[config.mk]
export PLATFORM = sky130hd
export DESIGN_NAME = pw_tile_scheduler
export DESIGN_NICKNAME = d
export VERILOG_FILES = /design/src/rtl/pw_tile_scheduler.sv
export SDC_FILE = /design/constraint.sdc
export NUM_CORES = 1
export LEC_CHECK = 0
export CAP_MARGIN = 20
export CELL_PAD_IN_SITES_DETAIL_PLACEMENT = 1
export CELL_PAD_IN_SITES_GLOBAL_PLACEMENT = 1
export CORE_MARGIN = 2
export CORE_UTILIZATION = 39
export CTS_BUF_LIST = sky130_fd_sc_hd__clkbuf_8
export DETAILED_ROUTE_END_ITERATION = 6
export PLACE_DENSITY = 0.92
export SYNTH_ARGS = -nofsm -noshare
export SYNTH_HDL_FRONTEND = slang
export SYNTH_SLANG_ARGS = --single-unit
[constraint.sdc]
create_clock -name clk -period 8.4 [get_ports clk]
set_input_delay 2.1 -clock clk [delete_from_list [all_inputs] [get_ports clk]]
set_output_delay 2.1 -clock clk [all_outputs]
set_load 0.01 [all_outputs]
[src/rtl/pw_tile_scheduler.sv]
// Pointwise tile sequencer: weight load once, then per-pass ifmap/ipsum loads and opsum stores between GLB and conv_unit.
// Reads land 1 cycle after issue into a 2-deep skid, so 1 word/cycle streams; ready low freezes cu_data_in and valid.
module pw_tile_scheduler #(
    parameter int ADDR_W = 16,
    parameter int PASS_W = 8
) (
    input  logic              clk,
    input  logic              reset,
    input  logic              start,
    input  logic [5:0]        cfg_row_en,
    input  logic [5:0]        cfg_col_en,
    input  logic [PASS_W-1:0] cfg_num_pass,
    input  logic [ADDR_W-1:0] cfg_w_base,
    input  logic [ADDR_W-1:0] cfg_if_base,
    input  logic [ADDR_W-1:0] cfg_ip_base,
    input  logic [ADDR_W-1:0] cfg_op_base,
    output logic              busy,
    output logic              done,
    output logic              glb_rd_en,
    output logic [ADDR_W-1:0] glb_rd_addr,
    input  logic [31:0]       glb_rd_data,
    output logic              glb_wr_en,
    output logic [ADDR_W-1:0] glb_wr_addr,
    output logic [31:0]       glb_wr_data,
    output logic [31:0]       cu_data_in,
    input  logic [31:0]       cu_data_out,
    output logic              cu_valid_w,
    output logic              cu_valid_if,
    output logic              cu_valid_ip,
    input  logic              cu_ready_w,
    input  logic              cu_ready_if,
    input  logic              cu_ready_ip,
    input  logic              cu_valid_op,
    output logic              cu_ready_op,
    output logic              cu_dw_pw_sel,
    output logic              cu_change_weight_f,
    output logic [5:0]        cu_row_en,
    output logic [5:0]        cu_col_en
);

    typedef enum logic [2:0] {IDLE, LD_W, LD_IF, LD_IP, ST_OP, FIN} state_t;

    state_t            state;
    logic [5:0]        row_q, col_q;
    logic [PASS_W-1:0] npass_q, pass_q;
    logic [ADDR_W-1:0] w_base_q, if_addr_q, ip_addr_q, op_addr_q;
    logic [8:0]        issued_cnt, acc_cnt, op_cnt;
    logic              rd_pend;
    logic [1:0]        sk_cnt;
    logic [31:0]       sk0, sk1;

    logic [8:0]        nw, ni, np, n_cur;
    logic [ADDR_W-1:0] base_cur;
    logic              load_st, rdy_cur, accept, last_acc, op_acc, last_op;
    logic [1:0]        occ;

    assign cu_dw_pw_sel = 1'b1;
    assign cu_row_en    = row_q;
    assign cu_col_en    = col_q;

    always_comb begin
        nw       = 9'(row_q) * 9'((7'(col_q) + 7'd3) >> 2);
        ni       = {3'd0, col_q};
        np       = {2'd0, row_q, 1'b0};
        load_st  = (state == LD_W) || (state == LD_IF) || (state == LD_IP);
        n_cur    = nw;
        base_cur = w_base_q;
        rdy_cur  = cu_ready_w;
        case (state)
            LD_IF: begin
                n_cur    = ni;
                base_cur = if_addr_q;
                rdy_cur  = cu_ready_if;
            end
            LD_IP: begin
                n_cur    = np;
                base_cur = ip_addr_q;
                rdy_cur  = cu_ready_ip;
            end
            default: ;
        endcase
        accept   = load_st && (sk_cnt != 2'd0) && rdy_cur;
        last_acc = accept && (acc_cnt == n_cur - 9'd1);
        // Count the in-flight read so the skid can never overflow when ready drops.
        occ         = sk_cnt + {1'b0, rd_pend} - {1'b0, accept};
        glb_rd_en   = load_st && (issued_cnt < n_cur) && (occ < 2'd2);
        glb_rd_addr = glb_rd_en ? base_cur + ADDR_W'(issued_cnt) : '0;
        cu_valid_w  = (state == LD_W)  && (sk_cnt != 2'd0);
        cu_valid_if = (state == LD_IF) && (sk_cnt != 2'd0);
        cu_valid_ip = (state == LD_IP) && (sk_cnt != 2'd0);
        cu_data_in  = (sk_cnt != 2'd0) ? sk0 : '0;
        cu_ready_op = (state == ST_OP) && (op_cnt < np);
        op_acc      = cu_ready_op && cu_valid_op;
        last_op     = op_acc && (op_cnt == np - 9'd1);
        glb_wr_en   = op_acc;
        glb_wr_addr = op_acc ? op_addr_q + ADDR_W'(op_cnt) : '0;
        glb_wr_data = op_acc ? cu_data_out : '0;
    end

    always_ff @(posedge clk) begin
        if (!reset) begin
            state              <= IDLE;
            busy               <= 1'b0;
            done               <= 1'b0;
            cu_change_weight_f <= 1'b0;
            row_q              <= '0;
            col_q              <= '0;
            npass_q            <= '0;
            pass_q             <= '0;
            w_base_q           <= '0;
            if_addr_q          <= '0;
            ip_addr_q          <= '0;
            op_addr_q          <= '0;
            issued_cnt         <= '0;
            acc_cnt            <= '0;
            op_cnt             <= '0;
            rd_pend            <= 1'b0;
            sk_cnt             <= '0;
            sk0                <= '0;
            sk1                <= '0;
        end else begin
            done               <= 1'b0;
            cu_change_weight_f <= 1'b0;
            rd_pend            <= glb_rd_en;

            case ({rd_pend, accept})
                2'b10: begin
                    if (sk_cnt == 2'd0) sk0 <= glb_rd_data;
                    else                sk1 <= glb_rd_data;
                    sk_cnt <= sk_cnt + 2'd1;
                end
                2'b01: begin
                    sk0    <= sk1;
                    sk_cnt <= sk_cnt - 2'd1;
                end
                2'b11: begin
                    if (sk_cnt == 2'd2) begin
                        sk0 <= sk1;
                        sk1 <= glb_rd_data;
                    end else begin
                        sk0 <= glb_rd_data;
                    end
                end
                default: ;
            endcase

            if (glb_rd_en) issued_cnt <= issued_cnt + 9'd1;
            if (accept)    acc_cnt    <= acc_cnt + 9'd1;
            if (op_acc)    op_cnt     <= op_cnt + 9'd1;

            case (state)
                IDLE: begin
                    if (start) begin
                        busy       <= 1'b1;
                        row_q      <= cfg_row_en;
                        col_q      <= cfg_col_en;
                        npass_q    <= cfg_num_pass;
                        pass_q     <= '0;
                        w_base_q   <= cfg_w_base;
                        if_addr_q  <= cfg_if_base;
                        ip_addr_q  <= cfg_ip_base;
                        op_addr_q  <= cfg_op_base;
                        issued_cnt <= '0;
                        acc_cnt    <= '0;
                        op_cnt     <= '0;
                        if (cfg_row_en == '0 || cfg_col_en == '0 || cfg_num_pass == '0) begin
                            state <= FIN;
                        end else begin
                            state              <= LD_W;
                            cu_change_weight_f <= 1'b1;
                        end
                    end
                end
                LD_W, LD_IF, LD_IP: begin
                    if (last_acc) begin
                        issued_cnt <= '0;
                        acc_cnt    <= '0;
                        state      <= (state == LD_W) ? LD_IF : (state == LD_IF) ? LD_IP : ST_OP;
                    end
                end
                ST_OP: begin
                    if (last_op) begin
                        op_cnt    <= '0;
                        pass_q    <= pass_q + 1'b1;
                        if_addr_q <= if_addr_q + ADDR_W'(ni);
                        ip_addr_q <= ip_addr_q + ADDR_W'(np);
                        op_addr_q <= op_addr_q + ADDR_W'(np);
                        state     <= (pass_q == npass_q - 1'b1) ? FIN : LD_IF;
                    end
                end
                FIN: begin
                    done  <= 1'b1;
                    busy  <= 1'b0;
                    state <= IDLE;
                end
                default: state <= IDLE;
            endcase
        end
    end

endmodule
# [After elaboration in Yosys (flattened, before gate mapping)]
# Index checks and enable logic that the tools add are counted.
# W data, S select, Z words.
[totals] input_bits=155 out_inout_bits=118 regBits=192 wordCells=142
[classes] multipliers=1 n_reduce_logical=34 n_lt_le_gt_ge=3 add_sub_neg=17 n_mux=50 n_eq_ne=18
[op_table] operator="$mux W32" count=6
[op_table] operator="$mux W16" count=8
[op_table] operator="$pmux W16 S2" count=4
[op_table] operator="$pmux W32 S3" count=1
[op_table] operator="$mux W9" count=9
[op_table] operator="$pmux W9 S2" count=4
[op_table] operator="$pmux W32 S2" count=1
[op_table] operator="$add A16 B7 Y16" count=2
[op_table] operator="$add A16 B9 Y16" count=2
[op_table] operator="$add A9 B1 Y9 const B" count=3
[op_table] operator="$mux W3" count=7
[op_table] operator="$eq A9 B9 Y1" count=2
[op_table] operator="$add A16 B6 Y16" count=1
[op_table] operator="$mux W8" count=2
[op_table] operator="$pmux W8 S2" count=1
[op_table] operator="$logic_not A6 Y1" count=2
[op_table] operator="$ne A2 B2 Y1 const B" count=6
[op_table] operator="$reduce_and A3 Y1" count=4
[op_table] operator="$logic_and A1 B1 Y1" count=11
[op_table] operator="$reduce_bool A2 Y1" count=5
[op_table] operator="$lt A9 B7 Y1" count=1
[op_table] operator="$lt A9 B9 Y1" count=1
[op_table] operator="$mul A6 B5 Y9" count=1
[op_table] operator="$pmux W3 S3" count=1
[op_table] operator="26 further kinds" count=38

# [Longest topological paths before layout]
[logic_depth] word_depth=11 ltp_mapped=24 depth_no_buf=23

# [Worst setup path after synthesis]
# Ideal clock, no wire load.
[synth_timing] path_kind="reg2out" from="reg col_q[1] (netlist: cu_col_en[1])" to="out glb_rd_addr[10]" path_slack_ns=0.571 arrival_ns=5.729 path_stages_with_launch=23 required_time_ns=6.300 path_cell_list="dfxtp_1 -> o21ai_2 -> nor2_1 -> xor2_1 -> nand2_1 -> fa_1 -> fa_1 -> inv_1 -> fa_1 -> ha_1 -> nor2b_1 -> o31a_1 -> o21a_1 -> a2111oi_4 -> nor2_1 -> ha_1 -> a2111oi_0 -> o311ai_0 -> or2_2 -> clkbuf_1 -> clkbuf_1 -> buf_2 -> nor2_1"
[synth_between] elab_chain_len=7
[synth_rtl] element="from (decl)" line="44" text="logic [5:0] row_q, col_q;"
[synth_rtl] element="from (signal assigned)" line="156" text="col_q <= cfg_col_en;"
[synth_rtl] element="$add A6 B2 Y7" line="62" text="nw = 9'(row_q) * 9'((7'(col_q) + 7'd3) >> 2);"
[synth_rtl] element="$mul A6 B5 Y9" line="62"
[synth_rtl] element="$pmux W9 S2 (*)" line="69" text="case (state)"
[synth_rtl] element="$lt A9 B9 Y1 (*)" line="86" text="glb_rd_en = load_st && (issued_cnt < n_cur) && (occ < 2'd2);"
[synth_rtl] element="$logic_and A1 B1 Y1 (*) (2 in series)" line="86"
[synth_rtl] element="$mux W16 (*)" line="87" text="glb_rd_addr = glb_rd_en ? base_cur + ADDR_W'(issued_cnt) : '0;"
[synth_rtl] element="to (decl)" line="20" text="output logic [ADDR_W-1:0] glb_rd_addr,"
# Mark *: on every way between the ends. The rest lies on a longest branch, timed or not.

# [Final worst setup path]
[layout_timing] from="reg col_q[3] (netlist: cu_col_en[3])" to="out glb_rd_addr[14]"
# Same word-level chain as after synthesis.

==> parameters.txt <==
Parameter                              Value

Worst setup path
  Endpoint kind of the worst setup timing path    primary output
  Type of element launching the critical path    register
  Required time of the critical path    ~6.3 ns
  Critical path class    register to primary output
  Length in cells of the worst reg-to-reg path    22
  Arrival time at the worst endpoint    6.03 ns
  Worst Path Max Fanout    6

Power and ir drop
  Switch Pwr    approximately 0.0009 W
  Power share of the clock group    0.292
  Internal Dissipation    0.00151 W
  Pwr Density    146 mW/mm^2
  Power after layout    0.00241 W
  Peak supply drop    101 uV
  Proportion of total power due to net switching    0.373
  Logic pwr share    0.278
  Leakage power figure    between 6 and 7 nW
  Seq pwr share    0.430

Detailed routing
  M1 WL    20200 microns
  Met3 wire length    2750 microns
  1st-pass router iterations    5
  Total via count after detailed routing    13500
  Total met2 wirelength after detailed routing    23500 microns
  Sum of routed wire length over all layers    47700 microns
  Number of remaining DRC errors    0
  Uppermost layer routed    met4
  Number of nets with antenna violations after routing    0
  Wire per inst    20.4 microns
  Number of vias per cell after detailed routing    5.77
  DRT iter0 DRCs    837

Clock network
  Max Buffers Root-to-Sink    2
  Clk sinks    between 150 and 200
  Root Driver    clkbuf_8
  Worst skew pair latency    ~0.51 ns
  H-tree level count    4
  TritonCTS Buffers    17
  Clock tree from TritonCTS    built
  Clock-pin slew on the worst setup and hold paths    0.12 ns

GRT
  Number of antenna violations at the first check in global routing    1
  Combined global-route utilization of all metal layers    0.277
  Wire length of the first global-routing pass    75200 microns
  Maximum number of pins on one net before global-route repair    94
  GRT Residual Overflow    0
  Vias in the first global route    14100

Yosys
  Fraction of post-synthesis cell area in the top cell type by area    0.301
  Synth Net Count    1896
  Ys flop type    dfxtp_1
  Basic-gate share of the synthesized area counting and, or, nand and nor cells    0.240
  Multiplexer share of the synthesized area    0.0224
  Cell area after technology mapping    0.0128 sq mm
  Main area contributors after synthesis    dfxtp_1 (30%), ha_1 (7.4%), nand2_1 (7.0%)
  Number of library cell types mapped by synthesis    88
  Xor and xnor area share after synthesis    0.0663
  Compound-Gate Fraction of Synth Area    0.215
  Most numerous cell types in the synthesized netlist    nand2_1 (238), dfxtp_1 (192), nor2_1 (154), a21oi_1 (146), clkbuf_1 (91)
  Register area share after synthesis    0.301
  Synth warn    0
  Most frequent cell after synthesis    nand2_1
  Post-synth EDFFs    0
  Count of state elements after synthesis    192
  Post-synthesis cell type with the largest combined area    dfxtp_1
  Number of cells produced by synthesis    about 1700
  Share of synthesized cell area in full adder, half adder and majority cells    0.0986
  Avg Cell Area, Syn    7.74 sq um
  Async set-reset flop share out of synthesis    0
  Combinational family with the most area after synthesis    simple AND/OR/NAND/NOR gates

Timing
  Skew final    0.0285 ns
  Fin Setup TNS    0 ns
  Final-report hold violation count    0
  Worst hold slack    0.462 ns
  Fmax    roughly 120 MHz
  Final critical path time including I/O delays and setup    8.13 ns
  Post-route fraction of the period consumed by the critical path    0.968
  Transition time of the tightest slew-check pin    about 1.1 ns
  Max_slew headroom    0.287
  RSZ-0062 raised after global routing    no
  Final setup vio count    0
  Pins over their slew limit    0

Status
  Outcome    finished, final reports clean

Min path
  Number of cells on the worst hold path    2
  Tightest Hold Check Type    register to register

Floorplanning
  Rows    66
  Die outline width    roughly 180 microns
  Starting utilization of the core area    0.394
  Die Ht    185 microns
  Total core area    0.0324 sq mm
  Count of boundary I/O pins    273
  Total die area    0.0342 sq mm

Layout
  Register Area    0.00386 sq mm
  Filler Cells Inserted    just under 4000
  Synthesis-to-layout area growth    29.3%
  Design area    0.0165 sq mm
  Area of the multi-input gates    just over 0.008 sq mm
  Post-Route Utilization    0.510
  NumNets Final    around 2100
  Fraction of final layout cells with drive strength greater than 1    0.0672
  Diodes inserted    0

Place
  Dpl hpwl    34700 microns
  IO buf count    271
  Placed inst area    between 0.015 and 0.02 sq mm
  Routability congestion estimate from global placement    between 0.8 and 0.9

Flow run
  Reported max-cap violation count    0
-- final cells by class --
cell class / instances / share of cell area
Multi-Input combinational cell: 1280 / 0.503
Inverter: 74 / 0.0170
Sequential cell: 192 / 0.234
Timing Repair Buffer: 313 / 0.184
Clock buffer: 17 / 0.0142
Tap cell: 442 / 0.0335
Clock inverter: 15 / 0.0139
-- cells in the final DEF, fill, tap and decap left out, drive strengths merged, types with 5 or more instances in the layout --
cell             n
nand4           13
a221oi          12
a211oi          40
nand2          238
nand3           29
nor2b           14
xnor2           56
or2              5
clkbuf          18
a311oi           6
or3             12
mux2             5
o2111ai          5
and2            45
dfxtp          192
nor4            12
xor2            38
o31ai            8
clkinv           6
a21oi          146
a21o            22
a31oi            7
nor2           155
ha              75
clkdlybuf4s50  254
dlygate4sd2     12
a22oi           41
o21a             5
nor3            40
o21bai           6
buf             42
o21ai           76
mux2i           23
and3            58
inv             83
nand2b           9
fa              16
-- timing repair --
action / 4_1_cts / 5_1_grt
pin swaps: 4 / 2
resized for setup: 32 / 7
hold buffers: 0 / 0
cloned: 0 / 0
setup endpoints to repair: 17 / 17
buffers inserted: 8 / 1
-- final timing paths --
check / startpoint / end / slack (ns)
setup / recovery: cu_col_en[3] / glb_rd_addr[14] / 0.27
hold / removal: sk1[4] / sk1[4] / 0.46
hold reg to reg: sk1[4] / sk1[4] / 0.46
setup reg to reg: cu_col_en[3] / issued_cnt[7] / 2.63
-- cell families (layout without fill, tap and decap cells) --
group                      Yosys count  after routing
and+or+nand+nor                    648            648
AOI/OAI and AO/OA                  417            417
other                                1              1
xor gates and xnor gates            95             95
adders and majority gates           91             91
DFF                                192            192
buffers and inverters              178            419
muxes                               28             28
-- state kept, by name, indices dropped and copies added (netlist names), 9 cells and up --
name        count
acc_cnt         9
if_addr_q      16
ip_addr_q      16
issued_cnt      9
op_addr_q      16
op_cnt          9
sk0            32
sk1            32
w_base_q       16
-- worst max-delay path, cell delays in order, from the launching register on --
cell	delay (ns)
dfxtp_4	0.39
inv_1	0.08
nor2_2	0.15
xor2_2	0.26
nand2_1	0.11
fa_1	0.47
fa_1	0.54
inv_1	0.05
fa_1	0.58
ha_4	0.23
nor2b_1	0.16
o31a_1	0.25
o21a_1	0.21
o2111a_1	0.28
nor2_1	0.12
ha_1	0.29
a2111oi_4	0.35
o311ai_1	0.14
or2_4	0.31
buf_4	0.18
a21oi_1	0.11
dlygate4sd2_1	0.28
-- power groups by stage --
stage	sequential, W	combinational [W]	clock [W]
after CTS	0.00103	0.000661	0.000709
final	0.00104	0.000669	0.000704
after floorplan	0.00103	0.000397	0
after global placement	0.00105	0.000612	0
after detailed placement	0.00105	0.000642	0
after global routing	0.00104	0.000730	0.000749
-- per-stage QoR --
stage | instances | setup WS [ns]
2_1_floorplan | 1650 | 0.571
3_3_place_gp | 2290 | 0.113
3_5_place_dp | 2292 | -0.158
4_1_cts | 2332 | 0.0242
5_1_grt | 2333 | 0.0150
6_report | 2333 | 0.272
-- layer usage --
metal / global-route usage / vias to the layer above
met3: 0.0474 / 93
met5: 0 / -
li1: - / 6238
met2: 0.489 / 494
met1: 0.339 / 6640
met4: 0.0930 / 0
No activity file was read; power rests on OpenSTA's default activity.
